==> src/rtl/buffer_handoff_ctrl.sv <==
// -----------------------------------------------------------------------------
// buffer_handoff_ctrl
//
// Ownership controller for the three packet buffers (ping, pang, pong) of one
// packet-filter core. Each buffer rotates snooper -> CPU -> forwarder -> free.
// Packet arrival order is preserved by mod-4 sequence tags. The CPU and the
// forwarder are always handed the oldest waiting packet, whatever buffer it
// sits in.
//
// Ports
//   clk        core clock
//   rst_n      synchronous, active-low reset
//   sn_done    pulse: snooper finished writing its packet
//   cpu_acc    pulse: CPU accepts its packet (wins over cpu_rej)
//   cpu_rej    pulse: CPU rejects its packet
//   fwd_done   pulse: forwarder finished reading its packet
//   sn_sel, cpu_sel, fwd_sel      buffer owned by agent (00 none, 01 ping,
//                                 10 pang, 11 pong)
//   ping_sel, pang_sel, pong_sel  agent owning buffer (00 none, 01 snooper,
//                                 10 CPU, 11 forwarder)
//   sn_rdy, cpu_rdy, fwd_rdy      agent currently owns a buffer
//
// All outputs are decoded only from registered state, so there is no
// combinational path from any input to any output.
// -----------------------------------------------------------------------------
`timescale 1ns/1ps

module buffer_handoff_ctrl (
    input  logic       clk,
    input  logic       rst_n,
    input  logic       sn_done,
    input  logic       cpu_acc,
    input  logic       cpu_rej,
    input  logic       fwd_done,
    output logic [1:0] sn_sel,
    output logic [1:0] cpu_sel,
    output logic [1:0] fwd_sel,
    output logic [1:0] ping_sel,
    output logic [1:0] pang_sel,
    output logic [1:0] pong_sel,
    output logic       sn_rdy,
    output logic       cpu_rdy,
    output logic       fwd_rdy
);

    localparam int NUM_BUFS = 3;

    typedef enum logic [2:0] {
        B_EMPTY,
        B_SN_OWN,
        B_WAIT_CPU,
        B_CPU_OWN,
        B_WAIT_FWD,
        B_FWD_OWN
    } buf_state_t;

    buf_state_t state_q [NUM_BUFS];
    buf_state_t state_d [NUM_BUFS];
    logic [1:0] tag_q   [NUM_BUFS];
    logic [1:0] tag_d   [NUM_BUFS];

    logic [1:0] cpu_tag_ctr_q, cpu_tag_ctr_d;
    logic [1:0] cpu_next_q,    cpu_next_d;
    logic [1:0] fwd_tag_ctr_q, fwd_tag_ctr_d;
    logic [1:0] fwd_next_q,    fwd_next_d;

    logic                sn_busy, cpu_busy, fwd_busy;
    logic [NUM_BUFS-1:0] sn_pick, cpu_pick, fwd_pick;
    logic                sn_found;
    logic                cpu_grant, fwd_grant;

    // -------------------------------------------------------------------------
    // State registers. The buffer state/tag arrays are only three entries of
    // control state, so they are reset along with the counters: a reset must
    // abandon every ownership immediately.
    // -------------------------------------------------------------------------
    // NOTE: sequential state uses non-blocking assignments so every register
    // samples the pre-edge values, regardless of statement order.
    always_ff @(posedge clk) begin
        if (!rst_n) begin
            for (int i = 0; i < NUM_BUFS; i++) begin
                state_q[i] <= B_EMPTY;
                tag_q[i]   <= 2'd0;
            end
            cpu_tag_ctr_q <= 2'd0;
            cpu_next_q    <= 2'd0;
            fwd_tag_ctr_q <= 2'd0;
            fwd_next_q    <= 2'd0;
        end else begin
            for (int i = 0; i < NUM_BUFS; i++) begin
                state_q[i] <= state_d[i];
                tag_q[i]   <= tag_d[i];
            end
            cpu_tag_ctr_q <= cpu_tag_ctr_d;
            cpu_next_q    <= cpu_next_d;
            fwd_tag_ctr_q <= fwd_tag_ctr_d;
            fwd_next_q    <= fwd_next_d;
        end
    end

    // -------------------------------------------------------------------------
    // Grant selection and next-state logic, all from pre-edge state. Because
    // a buffer only becomes grantable in its pre-edge state, a buffer released
    // at one edge can be granted at the next edge at the earliest.
    // -------------------------------------------------------------------------
    // NOTE: every signal written here gets a default first, so no path leaves
    // it unassigned and no latch is inferred.
    always_comb begin
        sn_busy   = 1'b0;
        cpu_busy  = 1'b0;
        fwd_busy  = 1'b0;
        sn_pick   = '0;
        cpu_pick  = '0;
        fwd_pick  = '0;
        sn_found  = 1'b0;

        for (int i = 0; i < NUM_BUFS; i++) begin
            if (state_q[i] == B_SN_OWN)  sn_busy  = 1'b1;
            if (state_q[i] == B_CPU_OWN) cpu_busy = 1'b1;
            if (state_q[i] == B_FWD_OWN) fwd_busy = 1'b1;
            // Snooper takes the lowest-index free buffer.
            if (state_q[i] == B_EMPTY && !sn_found) begin
                sn_pick[i] = 1'b1;
                sn_found   = 1'b1;
            end
            // Tags of waiting buffers are unique, so at most one matches.
            if (state_q[i] == B_WAIT_CPU && tag_q[i] == cpu_next_q) cpu_pick[i] = 1'b1;
            if (state_q[i] == B_WAIT_FWD && tag_q[i] == fwd_next_q) fwd_pick[i] = 1'b1;
        end

        cpu_grant = !cpu_busy && (cpu_pick != '0);
        fwd_grant = !fwd_busy && (fwd_pick != '0);

        for (int i = 0; i < NUM_BUFS; i++) begin
            state_d[i] = state_q[i];
            tag_d[i]   = tag_q[i];
            case (state_q[i])
                B_EMPTY:    if (!sn_busy && sn_pick[i]) state_d[i] = B_SN_OWN;
                B_SN_OWN:   if (sn_done) begin
                                state_d[i] = B_WAIT_CPU;
                                tag_d[i]   = cpu_tag_ctr_q;
                            end
                B_WAIT_CPU: if (!cpu_busy && cpu_pick[i]) state_d[i] = B_CPU_OWN;
                B_CPU_OWN:  if (cpu_acc) begin
                                state_d[i] = B_WAIT_FWD;
                                tag_d[i]   = fwd_tag_ctr_q;
                            end else if (cpu_rej) begin
                                state_d[i] = B_EMPTY;
                            end
                B_WAIT_FWD: if (!fwd_busy && fwd_pick[i]) state_d[i] = B_FWD_OWN;
                B_FWD_OWN:  if (fwd_done) state_d[i] = B_EMPTY;
                default:    state_d[i] = B_EMPTY;
            endcase
        end

        // Pulses from an agent that owns nothing leave the counters alone.
        cpu_tag_ctr_d = cpu_tag_ctr_q + {1'b0, sn_busy && sn_done};
        fwd_tag_ctr_d = fwd_tag_ctr_q + {1'b0, cpu_busy && cpu_acc};
        cpu_next_d    = cpu_next_q + {1'b0, cpu_grant};
        fwd_next_d    = fwd_next_q + {1'b0, fwd_grant};
    end

    // -------------------------------------------------------------------------
    // Output decode from registered buffer state. Both views come from the same
    // state_q entries, so agent and buffer selects can never disagree.
    // -------------------------------------------------------------------------
    logic [1:0] buf_agent [NUM_BUFS];

    always_comb begin
        sn_sel  = 2'b00;
        cpu_sel = 2'b00;
        fwd_sel = 2'b00;
        for (int i = 0; i < NUM_BUFS; i++) begin
            buf_agent[i] = 2'b00;
            case (state_q[i])
                B_SN_OWN:  begin buf_agent[i] = 2'b01; sn_sel  = 2'(i + 1); end
                B_CPU_OWN: begin buf_agent[i] = 2'b10; cpu_sel = 2'(i + 1); end
                B_FWD_OWN: begin buf_agent[i] = 2'b11; fwd_sel = 2'(i + 1); end
                default:   ;
            endcase
        end
    end

    assign ping_sel = buf_agent[0];
    assign pang_sel = buf_agent[1];
    assign pong_sel = buf_agent[2];

    assign sn_rdy  = (sn_sel  != 2'b00);
    assign cpu_rdy = (cpu_sel != 2'b00);
    assign fwd_rdy = (fwd_sel != 2'b00);

endmodule

==> config.mk <==
export PLATFORM = sky130hd
export DESIGN_NAME = buffer_handoff_ctrl
export DESIGN_NICKNAME = d
export VERILOG_FILES = /design/src/rtl/buffer_handoff_ctrl.sv
export SDC_FILE = /design/constraint.sdc
export NUM_CORES = 1
export LEC_CHECK = 0
export CORE_ASPECT_RATIO = 0.5
export CORE_MARGIN = 2
export CORE_UTILIZATION = 49
export DETAILED_ROUTE_END_ITERATION = 10
export MAX_ROUTING_LAYER = met4
export PLACE_DENSITY = 0.75
export SETUP_SLACK_MARGIN = 0.1
export SLEW_MARGIN = 20
export SYNTH_ARGS = -nofsm -noshare
export SYNTH_HDL_FRONTEND = slang
export SYNTH_SLANG_ARGS = --single-unit
==> constraint.sdc <==
create_clock -name clk -period 1.8 [get_ports clk]
set_clock_uncertainty 0.1 [all_clocks]
set_input_delay 0.27 -clock clk [delete_from_list [all_inputs] [get_ports clk]]
set_output_delay 0.27 -clock clk [all_outputs]
set_load 0.01 [all_outputs]
==> impl_results.md <==
* Outcome: complete, but fails checks
* Failing checks: setup timing
* Flops & latches, synth at 23
* Crit path cell chain: buf_4 -> nor2b_1 -> nor2_1 -> a311oi_4 -> or3_1 -> a31oi_1
* Initial core utilization at 51.58%
* Vias at around 2100
* Die X-Extent at about 84 um
* Most frequent cells in the layout: 50 x buf_4, 19 x nor2_1, 16 x nand2_1, 16 x buf_6, 11 x dfxtp_1
* Hold EP: tag_q[0][3]
* Pleak at about 1.1 nW
* First-pass GRT wire length at between 9 and 10 mm
* Cts bufs inserted at 3
* Post-Syn Area at roughly 1600 sq um
* Drt wl/cell at between 20 and 25 um
* Asr flop ratio synth at 0%
* Critical-path top delay cell: dfxtp_2
* Post-Route WL at ~7.4 mm
* Worst-skew pair later-pin latency at around 0.29 ns
* Top_reg_cell synth: dfxtp_1
* # fillers at around 140
* Initial antenna violation count at 0
* Die area at roughly 3700 sq um
* Post-Syn Instances at roughly 190
* CP Max Fanout at 8
* Congestion Overflow GR at 0
* Tightest Pin Transition at roughly 0.4 ns
* Cell variety after synth at 47
* Final hold violation count at 0
* Worst Path Arrival at between 2 and 2.5 ns
* Die height at ~44 um
* Fin. max-slew vios at 0
* Std cell rows at 14
* Post-route ant nets at 0
* Top-Level Pins at 21
* TNS Setup at -0.7310 ns
* Dpl hpwl at 3.414 mm
* CP Buf/Inv Count at 1
* Worst reg2reg startpoint: state_q[0][7]
* Hold Startpoint: fwd_tag_ctr_q[1]
* TritonRoute pass-1 iters at 8
* Hold path cells at 2
* Finished Layout Cells at approximately 310
* FMAX at roughly 500 MHz
* First DRT Iteration DRCs at between 200 and 300
* CTS clk-pin slew, worst paths at approximately 0.1 ns
* RePlAce Congestion at 0.9448
* RSZ-0062 raised after global routing: true
* CTS tree: done
* Ys Warns at 0
* Core Region at between 3000 and 4000 sq um
* Setup CP Type: reg -> reg
* Hold slack at around 0.47 ns
* Sequential fraction of the synthesis area at between 20% and 30%
* GRT Resource Usage Total at a little over a third
* R2r setup slk at -0.17 ns
* Avg Inst Size Synth at 8.052 sq um
* Fraction of the cycle the final worst path needs at 109.5%
* Worst Setup End Kind: flop
* FF-to-FF End: state_q[0][7]
* Startpoint Class: flop
* Max-Cap Viols at 0
* Worst Path Required at between 1.5 and 2 ns
* Share of layout cells above drive strength 1 at 52.21%
* Worst R2R Path Depth at 6
* N_diodes at 0
* Register area at roughly 500 sq um
* Post-Syn Nets at slightly above 200
* Hold Path Class: reg -> reg
* Post-synth EDFFs at 0
* Placed cell count at approximately 290
* Vias in the first global route at approximately 1900
* CTS Sinks at 23
* Multi-input combinational cell area at between 1000 and 1500 sq um
* Maximum vdd drop at 704.4 uV
* Post-Layout Inst Area at approximately 2600 sq um
* Design Power at between 2 and 3 mW
* Stages on the worst setup path at 6
* Final setup margin at -0.1702 ns
* Placed inst area at 2133 sq um
* Vias/cell at between 6 and 7
* Slowest stage delay, CP at ~0.41 ns
* PwrDens at 1049 nW/um^2
* H-Tree Depth at 1
* CTS Buffer Depth at 2
* Synthesis-to-layout area growth at 68.76%
* Clock root buffer: clkbuf_8
* CP delay by family, top: simple AND/OR/NAND/NOR gates
* Commonest non-fill, non-tap cell in the layout: buf_4
* IO Port Bufs at 20
* Final min period at around 2.0 ns
* Layout Nets at around 280
* Largest net degree at the start of global routing at 19
* Final setup vio count at 12
* DRC viols at 0
* Rel. slew slack at ~73%
-- timing repair --
| item | 4_1_cts | 5_1_grt |
|---|---|---|
| pin swaps | 20 | 20 |
| setup endpoints to repair | 26 | 28 |
| hold buffers | 0 | 0 |
| gates resized for setup | 73 | 58 |
| buffers inserted | 19 | 3 |
-- worst min-delay path, cell delays in order, from the launching register on --
cell	delay [ns]
dfxtp_1	0.38
nand2_1	0.08
a311oi_1	0.07
-- stage by stage --
stage          worst slack, ns  util (%)
2_1_floorplan          0.09275         -
3_3_place_gp           -0.1187     70.81
3_5_place_dp           -0.1525     70.81
4_1_cts              0.0001605     81.35
5_1_grt                -0.1768     87.04
6_report               -0.1702     87.04
-- flip-flops by register name (all words and copies together) (netlist names) --
name and count:
tag_q 6, cpu_next_q 2, fwd_tag_ctr_q 2, state_q 9, cpu_tag_ctr_q 2, fwd_next_q 2
-- area by class of cell --
| class | instances | share of cell area (%) |
|---|---|---|
| inverters | 6 | 0.8588 |
| repair buffers | 85 | 26.96 |
| flip-flops and latches | 23 | 18.51 |
| clock inverters | 1 | 0.2863 |
| well taps | 40 | 1.908 |
| clock buffers | 3 | 1.574 |
| multi-input cells | 154 | 49.90 |
-- per-layer routing --
layer / GRT usage (%) / up-vias / share of wire (%)
li1: - / 854 / -
met1: 43.54 / 956 / 39
met2: 59.84 / 202 / 42
met3: 10.67 / 81 / 12
met4: 13.55 / 0 / 7.9
met5: - / - / 0
-- logic make-up after synthesis --
logic type	synth area share [%]
simple gates	28.26
compound gates	20.29
flops	29.63
xor+xnor	9.017
buf+inv	4.670
mux	4.911
fa+ha+maj	3.221
-- how the worst max path moves through the flow --
| stage | startpoint | end | slack, ns |
|---|---|---|---|
| after floorplan | state_q[0][3] | cpu_tag_ctr_q[0] | 0.09 |
| after global placement | cpu_acc | state_q[0][7] | -0.12 |
| after detailed placement | cpu_acc | state_q[0][6] | -0.15 |
| after CTS | state_q[0][5] | cpu_next_q[0] | 0.0002 |
| after global routing | state_q[0][8] | state_q[0][7] | -0.18 |
| final | state_q[0][7] | state_q[0][7] | -0.17 |
-- cell usage after synthesis, types with 2 or more instances --
cell      number  area (sq um)
a211oi_1       5         37.54
a21oi_1       13         65.06
a311oi_1       2         17.52
a31oi_1        2         12.51
and2_1         6         37.54
buf_2          4         20.02
clkbuf_1       5         18.77
dfxtp_1       23         460.4
ha_1           4         50.05
inv_1          5         18.77
mux2i_1        5         50.05
nand2_1       18         67.56
nand2b_1       6         37.54
nand3_1        6         30.03
nand3b_1       7         52.55
nor2_1        21         78.83
nor2b_1        5         31.28
nor3_1         3         15.01
nor3b_1        3         22.52
o21ai_0        5         25.02
o21bai_1       2         15.01
o22ai_1        2         12.51
o32ai_1        3         26.28
xnor2_1       10         87.58
xor2_1         6         52.55
-- where the power goes --
group / internal (mW) / switching (mW)
sequential: 0.606 / 0.133
combinational: 0.797 / 0.849
clock: 0.158 / 0.208
(Power assumes the default switching activity.)
